==> config.mk <==
export PLATFORM = sky130hd
export DESIGN_NAME = vga_timing_gen
export DESIGN_NICKNAME = d
export VERILOG_FILES = /design/src/rtl/vga_timing_gen.sv
export SDC_FILE = /design/constraint.sdc
export NUM_CORES = 1
export LEC_CHECK = 0
export ABC_CLOCK_PERIOD_IN_PS = 2900
export CAP_MARGIN = 10
export CORE_AREA = 2 2 75 77
export DETAILED_ROUTE_END_ITERATION = 10
export DIE_AREA = 0 0 77 79
export PLACE_DENSITY = 0.77
export REMOVE_ABC_BUFFERS = 1
export SLEW_MARGIN = 0
export SYNTH_ARGS = -nofsm -noshare
export SYNTH_HDL_FRONTEND = slang
export SYNTH_SLANG_ARGS = --single-unit
==> constraint.sdc <==
create_clock -name pixel_clock -period 2.9 [get_ports pixel_clock]
set_input_delay 0.58 -clock pixel_clock [delete_from_list [all_inputs] [get_ports pixel_clock]]
set_output_delay 0.58 -clock pixel_clock [all_outputs]
set_load 0.005 [all_outputs]
==> src/rtl/vga_timing_gen.sv <==
// vga_timing_gen
//   Generates VGA-style raster timing from a pixel clock. Each line runs
//   active -> front porch -> sync -> back porch, and each frame follows the
//   same order vertically, so hc==0 / vc==0 is the first visible pixel.
//   All outputs are registered from the counter value held before the clock
//   edge, so every output lags the counters by exactly one enabled clock.
//
// Ports
//   pixel_clock  in   pixel clock, all logic on the rising edge
//   rst          in   asynchronous active-high reset
//   ce           in   pixel clock enable; counters advance only when high
//   Hsync        out  horizontal sync, HSYNC_POL level while asserted
//   Vsync        out  vertical sync, VSYNC_POL level while asserted
//   blank        out  high outside the visible area
//   X            out  visible pixel column (0 while blank)
//   Y            out  visible line (0 while blank)
//   line_start   out  one-cycle pulse at the first pixel of every line
//   frame_start  out  one-cycle pulse at the first pixel of every frame
//   FPSClk       out  one-cycle pulse at the last pixel of the last visible line
//   frame_count  out  completed-frame counter, wraps modulo 2^FC_W
module vga_timing_gen #(
  parameter int H_ACTIVE  = 640,
  parameter int H_FP      = 16,
  parameter int H_SYNC    = 96,
  parameter int H_BP      = 48,
  parameter int V_ACTIVE  = 480,
  parameter int V_FP      = 10,
  parameter int V_SYNC    = 2,
  parameter int V_BP      = 33,
  parameter bit HSYNC_POL = 1'b0,
  parameter bit VSYNC_POL = 1'b0,
  parameter int X_W       = 10,
  parameter int Y_W       = 9,
  parameter int FC_W      = 8
) (
  input  logic            pixel_clock,
  input  logic            rst,
  input  logic            ce,
  output logic            Hsync,
  output logic            Vsync,
  output logic            blank,
  output logic [X_W-1:0]  X,
  output logic [Y_W-1:0]  Y,
  output logic            line_start,
  output logic            frame_start,
  output logic            FPSClk,
  output logic [FC_W-1:0] frame_count
);

  localparam int H_TOTAL = H_ACTIVE + H_FP + H_SYNC + H_BP;
  localparam int V_TOTAL = V_ACTIVE + V_FP + V_SYNC + V_BP;
  localparam int HC_W    = $clog2(H_TOTAL);
  localparam int VC_W    = $clog2(V_TOTAL);

  // Every boundary is strictly below the total, so all fit the counter width.
  localparam logic [HC_W-1:0] H_LAST     = HC_W'(H_TOTAL - 1);
  localparam logic [HC_W-1:0] H_VIS_END  = HC_W'(H_ACTIVE);
  localparam logic [HC_W-1:0] H_SYNC_BEG = HC_W'(H_ACTIVE + H_FP);
  localparam logic [HC_W-1:0] H_SYNC_END = HC_W'(H_ACTIVE + H_FP + H_SYNC);
  localparam logic [VC_W-1:0] V_LAST     = VC_W'(V_TOTAL - 1);
  localparam logic [VC_W-1:0] V_VIS_END  = VC_W'(V_ACTIVE);
  localparam logic [VC_W-1:0] V_VIS_LAST = VC_W'(V_ACTIVE - 1);
  localparam logic [VC_W-1:0] V_SYNC_BEG = VC_W'(V_ACTIVE + V_FP);
  localparam logic [VC_W-1:0] V_SYNC_END = VC_W'(V_ACTIVE + V_FP + V_SYNC);

  // Reject degenerate timings and visible areas that X/Y cannot address.
  if (H_ACTIVE == 0 || H_FP == 0 || H_SYNC == 0 || H_BP == 0 ||
      V_ACTIVE == 0 || V_FP == 0 || V_SYNC == 0 || V_BP == 0) begin : g_bad_timing
    $error("vga_timing_gen: timing parameters must all be non-zero");
  end
  if (longint'(H_ACTIVE) > (longint'(1) << X_W) ||
      longint'(V_ACTIVE) > (longint'(1) << Y_W)) begin : g_bad_width
    $error("vga_timing_gen: X_W/Y_W too narrow for the visible area");
  end

  logic [HC_W-1:0] hc, hc_next;
  logic [VC_W-1:0] vc, vc_next;
  logic [FC_W-1:0] fc, fc_next;

  // Raster position advance: hc wraps into vc, vc wraps into the frame count.
  always_comb begin
    hc_next = hc;
    vc_next = vc;
    fc_next = fc;
    if (hc == H_LAST) begin
      hc_next = '0;
      if (vc == V_LAST) begin
        vc_next = '0;
        fc_next = fc + FC_W'(1);
      end else begin
        vc_next = vc + VC_W'(1);
      end
    end else begin
      hc_next = hc + HC_W'(1);
    end
  end

  always_ff @(posedge pixel_clock or posedge rst) begin
    if (rst) begin
      hc <= '0;
      vc <= '0;
      fc <= '0;
    end else if (ce) begin
      hc <= hc_next;
      vc <= vc_next;
      fc <= fc_next;
    end
  end

  logic h_visible, v_visible, visible, hsync_on, vsync_on;
  logic at_line_start, at_frame_start, at_fps_tick;

  // Decode of the current position; registered below to form the outputs.
  always_comb begin
    h_visible      = (hc < H_VIS_END);
    v_visible      = (vc < V_VIS_END);
    visible        = h_visible && v_visible;
    hsync_on       = (hc >= H_SYNC_BEG) && (hc < H_SYNC_END);
    vsync_on       = (vc >= V_SYNC_BEG) && (vc < V_SYNC_END);
    at_line_start  = (hc == '0);
    at_frame_start = (hc == '0) && (vc == '0);
    at_fps_tick    = (hc == H_LAST) && (vc == V_VIS_LAST);
  end

  // frame_count is taken from fc, which has already wrapped by the time the
  // decoder sees (0,0), so the new count appears together with frame_start.
  // Pulses are cleared on disabled cycles so each lasts one enabled clock.
  always_ff @(posedge pixel_clock or posedge rst) begin
    if (rst) begin
      Hsync       <= ~HSYNC_POL;
      Vsync       <= ~VSYNC_POL;
      blank       <= 1'b1;
      X           <= '0;
      Y           <= '0;
      line_start  <= 1'b0;
      frame_start <= 1'b0;
      FPSClk      <= 1'b0;
      frame_count <= '0;
    end else if (ce) begin
      Hsync       <= hsync_on ? HSYNC_POL : ~HSYNC_POL;
      Vsync       <= vsync_on ? VSYNC_POL : ~VSYNC_POL;
      blank       <= ~visible;
      X           <= visible ? X_W'(hc) : '0;
      Y           <= visible ? Y_W'(vc) : '0;
      line_start  <= at_line_start;
      frame_start <= at_frame_start;
      FPSClk      <= at_fps_tick;
      frame_count <= fc;
    end else begin
      line_start  <= 1'b0;
      frame_start <= 1'b0;
      FPSClk      <= 1'b0;
    end
  end

endmodule
==> metrics.csv, run 1 <==
metric;value;unit
Die X;77;µm
initial core utilization;52.20;%
CTS sink cnt;61;
Clock Pin Slew Worst Setup and Hold Paths;0.06;ns
Setup Buffers After CTS;0;
slowest CP cell;or4b_4;
TritonCTS clock tree;done;
Final Hold Fails;0;
largest net degree at the start of global routing;60;
Longest Clk Path Bufs;2;
post-synthesis xor/xnor area fraction;5.658;%
Num CTS Buffers;9;
IO buf count;35;
Post-synth ARST share;100.0;%
Max stage delay on crit path;0.60;ns
Synth Register Bits;61;
DRC;0;
gr ovfl total;0;
max_cap viols;0;
standard-cell rows;27;
minimum clock period;2.325;ns
Worst Hold Margin;0.4290;ns
status;complete, no violations;
Detailed Route Iter0 Violations;341;
Synth Area in Compound Gates;6.331;%
Synth cell types;36;
Pre-antenna DRT Iters;4;
Max Clk Rate;430.0;MHz
synth top area cells;dfrtp_1, o21ai_0, mux2_2;
reg2reg setup slack;0.59;ns
hold_buf cts;0;
Design Area, Final;3339;µm²
final setup violation count;0;
global-route wire length before repair;9.473;mm
footprint of the multi-input gates;1076;µm²
drt via density;5.214;
worst rel slew slack;67.81;%
Syn Area/Cell;10.21;µm²
CP cell instances;clkdlybuf4s50_1, and4_4, or4b_4, nor2_1, mux2_2;
Least-Margin Pin Slew;0.4784;ns
Inserted Diodes;0;
initial antenna violation count;0;
layout cells sized above 1;11.25;%
CTS HTree Levels;3;
top_reg_cell synth;dfrtp_1;
unrepaired setup endpoints after global routing;no;
Synth Cell Area;2786;µm²
Slew Viols, Final;0;
vias post-DR;1997;
Nets;314;
Crit. End Element;register;
clk_skew;0.008981;ns
pre-CTS setup slack;0.2498;ns
Setup TNS;0;ns
Post-synth top cells;dfrtp_1, nand2_1, o21ai_0;
clk_lat worst skew;0.34;ns
Worst EP required;3.11;ns
Area after DPL;3187;µm²
Die Footprint;6083;µm²
synthesis-to-finish area growth;19.85;%
main combinational cell family by area after synthesis;simple AND/OR/NAND/NOR gates;
P_leak;0.001551;µW
Global Route Usage Sum;20.21;%
gp weighted congestion;0.7904;
cts repair resizes;0;
Reg area;1530;µm²
most common cell in the netlist;dfrtp_1;
Routed Antenna Nets;0;
DRT Wirelength;5.364;mm
Setup crit start kind;primary input;
Yosys warning count;0;
final worst-path cycle share;80.19;%
core area;5338;µm²
Setup Crit Path Kind;primary input to register;
share of the synthesized area in the top cell type;52.09;%
CP Max Fanout;19;
DR WL/cell;14.01;µm
io pins;36;
Worst EP arrival;2.54;ns
maximum vdd ir drop;341.9;µV
CTS Root Cell;clkbuf_8;
mux contribution to synthesized area;4.401;%
Die H;79;µm
Post-Synth Simple-Gate Area;19.98;%
Total Power;1955;µW
P per Cell Area;585.3;nW/µm²
hpwl dp;3.455;mm
vias in the first global route;1976;
final worst slack;0.5746;ns
post-synthesis adder-cell area fraction;2.245;%
biggest area consumer among synthesized cells;dfrtp_1;
Fillers;470;
EDFF count, synth;0;
register area share after synthesis;54.92;%
Mapped Cells;273;
type of the most critical hold path;primary input to asynchronous set/reset pin;
[state kept, by name (all words and copies together), names as in the netlist]
register and cells:
Vsync 1, Hsync 1, X 10, hc 10
Y 9, frame_start 1, frame_count 8, fc 8
vc 10, line_start 1, FPSClk 1, blank 1
[final timing paths]
check / from / end / cells past startpoint
worst max-delay path: ce / fc[1]$_DFFE_PP0P_ / 5
worst min-delay path: rst / X[2]$_DFFE_PP0P_ / 2
worst max register to register: hc[0]$_DFFE_PP0P_ / fc[1]$_DFFE_PP0P_ / 5
worst min register to register: blank$_DFFE_PP1P_ / blank$_DFFE_PP1P_ / 2
max in group asynchronous: rst / Vsync$_DFFE_PP1P_ / 3
min in group pixel_clock: blank$_DFFE_PP1P_ / blank$_DFFE_PP1P_ / 2
[area by class of cell]
cell class | instances | area share (%)
clock buffer | 14 | 4.271
clock inverter | 2 | 0.2997
inverter | 26 | 2.922
multi-input combinational | 169 | 32.22
sequential | 61 | 45.82
tap | 72 | 2.698
timing repair buffer | 39 | 11.76
[metrics by stage]
step	std cells	utilization [%]
CTS	383	62.56
detailed placement	367	59.70
global route	383	62.56
floorplan	256	-
finish	383	62.56
global placement	367	59.70
[layout by cell type (no fill, tap or decap), drive strengths merged]
master and n:
xnor2 6, and3 6, nor3b 1, a21o 1
nand4 6, mux2i 1, nor4 8, a31oi 2
nand4b 1, a21oi 3, or3 2, buf 4
nor2b 1, mux2 10, nor2 14, and4bb 1
ha 5, or4b 1, o22ai 1, clkinv 2
nand2b 1, clkbuf 14, o21ai 27, nor3 8
or4 1, nand3 14, nand3b 1, nand2 30
clkdlybuf4s50 35, inv 26, nor4b 2, dfstp 3
xor2 12, dfrtp 58, and4 3
[metal layers]
metal  wire [µm]  global-route usage (%)  up-vias
met5           0                       0        -
met2        2451                   30.18       54
met3         236                   4.545        9
li1            -                       -      990
met1        2561                   27.79      944
met4         116                   10.71        0
[critical path, delay by kind of cell]
kind / cells / cell delay (ns)
buf+inv: 1 / 0.51
mux: 1 / 0.37
simple gates: 3 / 1.09
[cell families after synthesis]
| logic type | Yosys count |
|---|---|
| AO/OA/AOI/OAI | 34 |
| multiplexers | 11 |
| buffers and inverters | 43 |
| XOR/XNOR | 18 |
| adder cells (fa/ha/maj) | 5 |
| flip-flops | 61 |
| AND/OR/NAND/NOR | 101 |
[report_power, final]
group | internal (µW) | switching [µW] | leakage, µW
clock network | 309 | 302 | 0.0000784
registers | 935 | 112 | 0.000798
logic | 162 | 134 | 0.000674
No activity file was read; power rests on OpenSTA's default activity.
==> inputs of run 2 (changes only) <==
--- a/config.mk
+++ b/config.mk
@@ -5,7 +5,7 @@
 export SDC_FILE = /design/constraint.sdc
 export NUM_CORES = 1
 export LEC_CHECK = 0
-export ABC_CLOCK_PERIOD_IN_PS = 2900
+export ABC_CLOCK_PERIOD_IN_PS = 2400
 export CAP_MARGIN = 10
 export CORE_AREA = 2 2 75 77
 export DETAILED_ROUTE_END_ITERATION = 10
==> constraint.sdc (replaced) <==
create_clock -name pixel_clock -period 2.4 [get_ports pixel_clock]
set_input_delay 0.48 -clock pixel_clock [delete_from_list [all_inputs] [get_ports pixel_clock]]
set_output_delay 0.48 -clock pixel_clock [all_outputs]
set_load 0.005 [all_outputs]
==> run 2 against run 1 <==
  * Critical path depth is the same
  * Critical path type is now register to register
  * Non-clock buffer count grew 4
  * Cell count grew 0.52%
  * Core utilization grew 0.84 points
  * Clock-buffer cell count is the same
  * Sequential share of layout area shrank 0.61 points
  * Global-route usage shrank 0.56 points
  * Total power grew 21%
  * First-iteration DRC count shrank 49%
  * Sequential power grew 20%
  * Die area is the same
  * Register-to-register slack lost 0.38 ns
==> metrics.csv, run 2 (synthesis results as in run 1) <==
metric;value;unit;change
Die X;77;µm;unchanged
status;complete, no violations;;
Inserted Diodes;0;;unchanged
CTS sink cnt;61;;unchanged
gp weighted congestion;0.8799;;+11%
CP Max Fanout;16;;-3
Die Footprint;6083;µm²;unchanged
final worst-path cycle share;91.42;%;
Max Clk Rate;455.8;MHz;
type of the most critical hold path;primary input to asynchronous set/reset pin;;
Slew Viols, Final;0;;unchanged
P per Cell Area;699.5;nW/µm²;+20%
synthesis-to-finish area growth;21.46;%;
CTS Root Cell;clkbuf_8;;
Max stage delay on crit path;0.65;ns;+0.05 ns
Routed Antenna Nets;0;;unchanged
gr ovfl total;0;;unchanged
unrepaired setup endpoints after global routing;no;;
DRC;0;;unchanged
most common cell after layout, fill and taps aside;dfrtp_1;;
vias post-DR;2032;;+1.8%
Final Hold Fails;0;;unchanged
initial antenna violation count;0;;unchanged
layout cells sized above 1;12.46;%;+1.2 points
slowest CP cell;or4b_4;;
Nets;318;;+1.3%
IO buf count;35;;unchanged
uppermost layer routed;met4;;
DRT Wirelength;5.187;mm;-3.3%
Total Power;2367;µW;+21%
Worst EP required;2.66;ns;-0.45 ns
Longest Clk Path Bufs;2;;unchanged
met3 WL;180;µm;-24%
hpwl dp;3.469;mm;+0.41%
final worst slack;0.2058;ns;-0.3687 ns
maximum vdd ir drop;402.0;µV;+18%
drt via density;5.278;;+1.2%
clk_lat worst skew;0.33;ns;about the same
Met2 Wirelength;2.430;mm;-0.86%
Num CTS Buffers;9;;unchanged
Setup Crit Path Kind;register to register;;
Clock Pin Slew Worst Setup and Hold Paths;0.06;ns;about the same
CP cell instances;ha_2, nand4b_4, or4b_4, or4_1, o21ai_0;;
max_cap viols;0;;unchanged
Pre-antenna DRT Iters;4;;unchanged
pre-CTS setup slack;-0.1034;ns;-0.3532 ns
metal1 wirelength;2.487;mm;-2.9%
Global Route Usage Sum;19.66;%;-0.56 points
Least-Margin Pin Slew;0.4525;ns;-0.02587 ns
core area;5338;µm²;unchanged
io pins;36;;unchanged
TritonCTS clock tree;done;;
clk_skew;0.006414;ns;-0.002567 ns
P_leak;0.001571;µW;+1.3%
Setup crit start kind;register;;
Crit. End Element;register;;
Detailed Route Iter0 Violations;173;;-49%
minimum clock period;2.194;ns;
largest net degree at the start of global routing;42;;-30%
most frequent cells in the layout;dfrtp_1, clkdlybuf4s50_1, nand2_1, o21ai_0, inv_1;;
global-route wire length before repair;9.273;mm;-2.1%
Top Registers;X (10), hc (10), vc (10);;
Die H;79;µm;unchanged
final setup violation count;0;;unchanged
initial core utilization;52.20;%;unchanged
DR WL/cell;13.47;µm;-3.8%
Worst EP arrival;2.45;ns;-0.09 ns
standard-cell rows;27;;unchanged
vias in the first global route;2024;;+2.4%
CTS HTree Levels;3;;unchanged
worst rel slew slack;69.55;%;+1.7 points
==> run 2: cell types whose count changed in the layout (fill, tap and decap cells not counted), sizes merged <==
cell / delta
clkinv: -2
buf: +4
==> run 2: worst paths after layout <==
kind | slack, ns | endpoint | depth (start not counted) | startpoint
min in group pixel_clock | 0.49 | fc[7]$_DFFE_PP0P_ | 1 | fc[7]$_DFFE_PP0P_
setup reg to reg | 0.21 | vc[6]$_DFFE_PP0P_ | 5 | hc[0]$_DFFE_PP0P_
hold reg to reg | 0.49 | fc[7]$_DFFE_PP0P_ | 1 | fc[7]$_DFFE_PP0P_
setup / recovery | 0.21 | vc[6]$_DFFE_PP0P_ | 5 | hc[0]$_DFFE_PP0P_
hold / removal | 0.47 | X[2]$_DFFE_PP0P_ | 2 | rst
max in group asynchronous | 1.30 | Vsync$_DFFE_PP1P_ | 3 | rst
==> run 2: layout make-up <==
type | instances | area, µm²
clock buffers | 14 | 152.6
well taps | 72 | 90.09
multi-input cells | 169 | 1079
inverters | 26 | 97.59
fillers | 469 | 1953
flip-flops and latches | 61 | 1530
repair buffers | 43 | 435.4
==> run 2: power breakdown <==
part | switching, µW | internal (µW) | leakage [µW] | total (µW)
clock | 352 | 393 | 0.0000766 | 745
sequential | 132 | 1130 | 0.000798 | 1260
combinational | 159 | 201 | 0.000696 | 360
==> run 2: timing repair <==
action                                  4_1_cts  5_1_grt
hold buffers                                  0        0
endpoints found under the setup margin        0        2
gates resized for setup                       0        1
buffers inserted                              0        0
==> run 2: critical path: cells and delay by family, from the launching register on <==
kind	cells	cell delay (ns)
compound gates	1	0.09
fa+ha+maj	1	0.28
flops	1	0.43
simple gates	3	1.32
==> run 2: layer usage <==
metal,vias up,track usage (%)
met5,-,0
met4,0,8.571
met3,7,4.886
met2,38,31.84
met1,989,25.30
li1,998,-
==> run 2: metrics by stage <==
stage | instance area [µm²] | utilization, % | hold slack [ns] | cells | TNS, ns
final | 3385 | 63.41 | 0.4714 | 385 | 0
after global routing | 3385 | 63.41 | 0.4944 | 385 | 0
after CTS | 3382 | 63.36 | 0.4679 | 385 | 0
after detailed placement | 3229 | 60.50 | 0.4747 | 371 | -0.3299
after global placement | 3229 | 60.50 | 0.4648 | 371 | -0.09928
after floorplan | 2704 | - | 0.4362 | 256 | 0
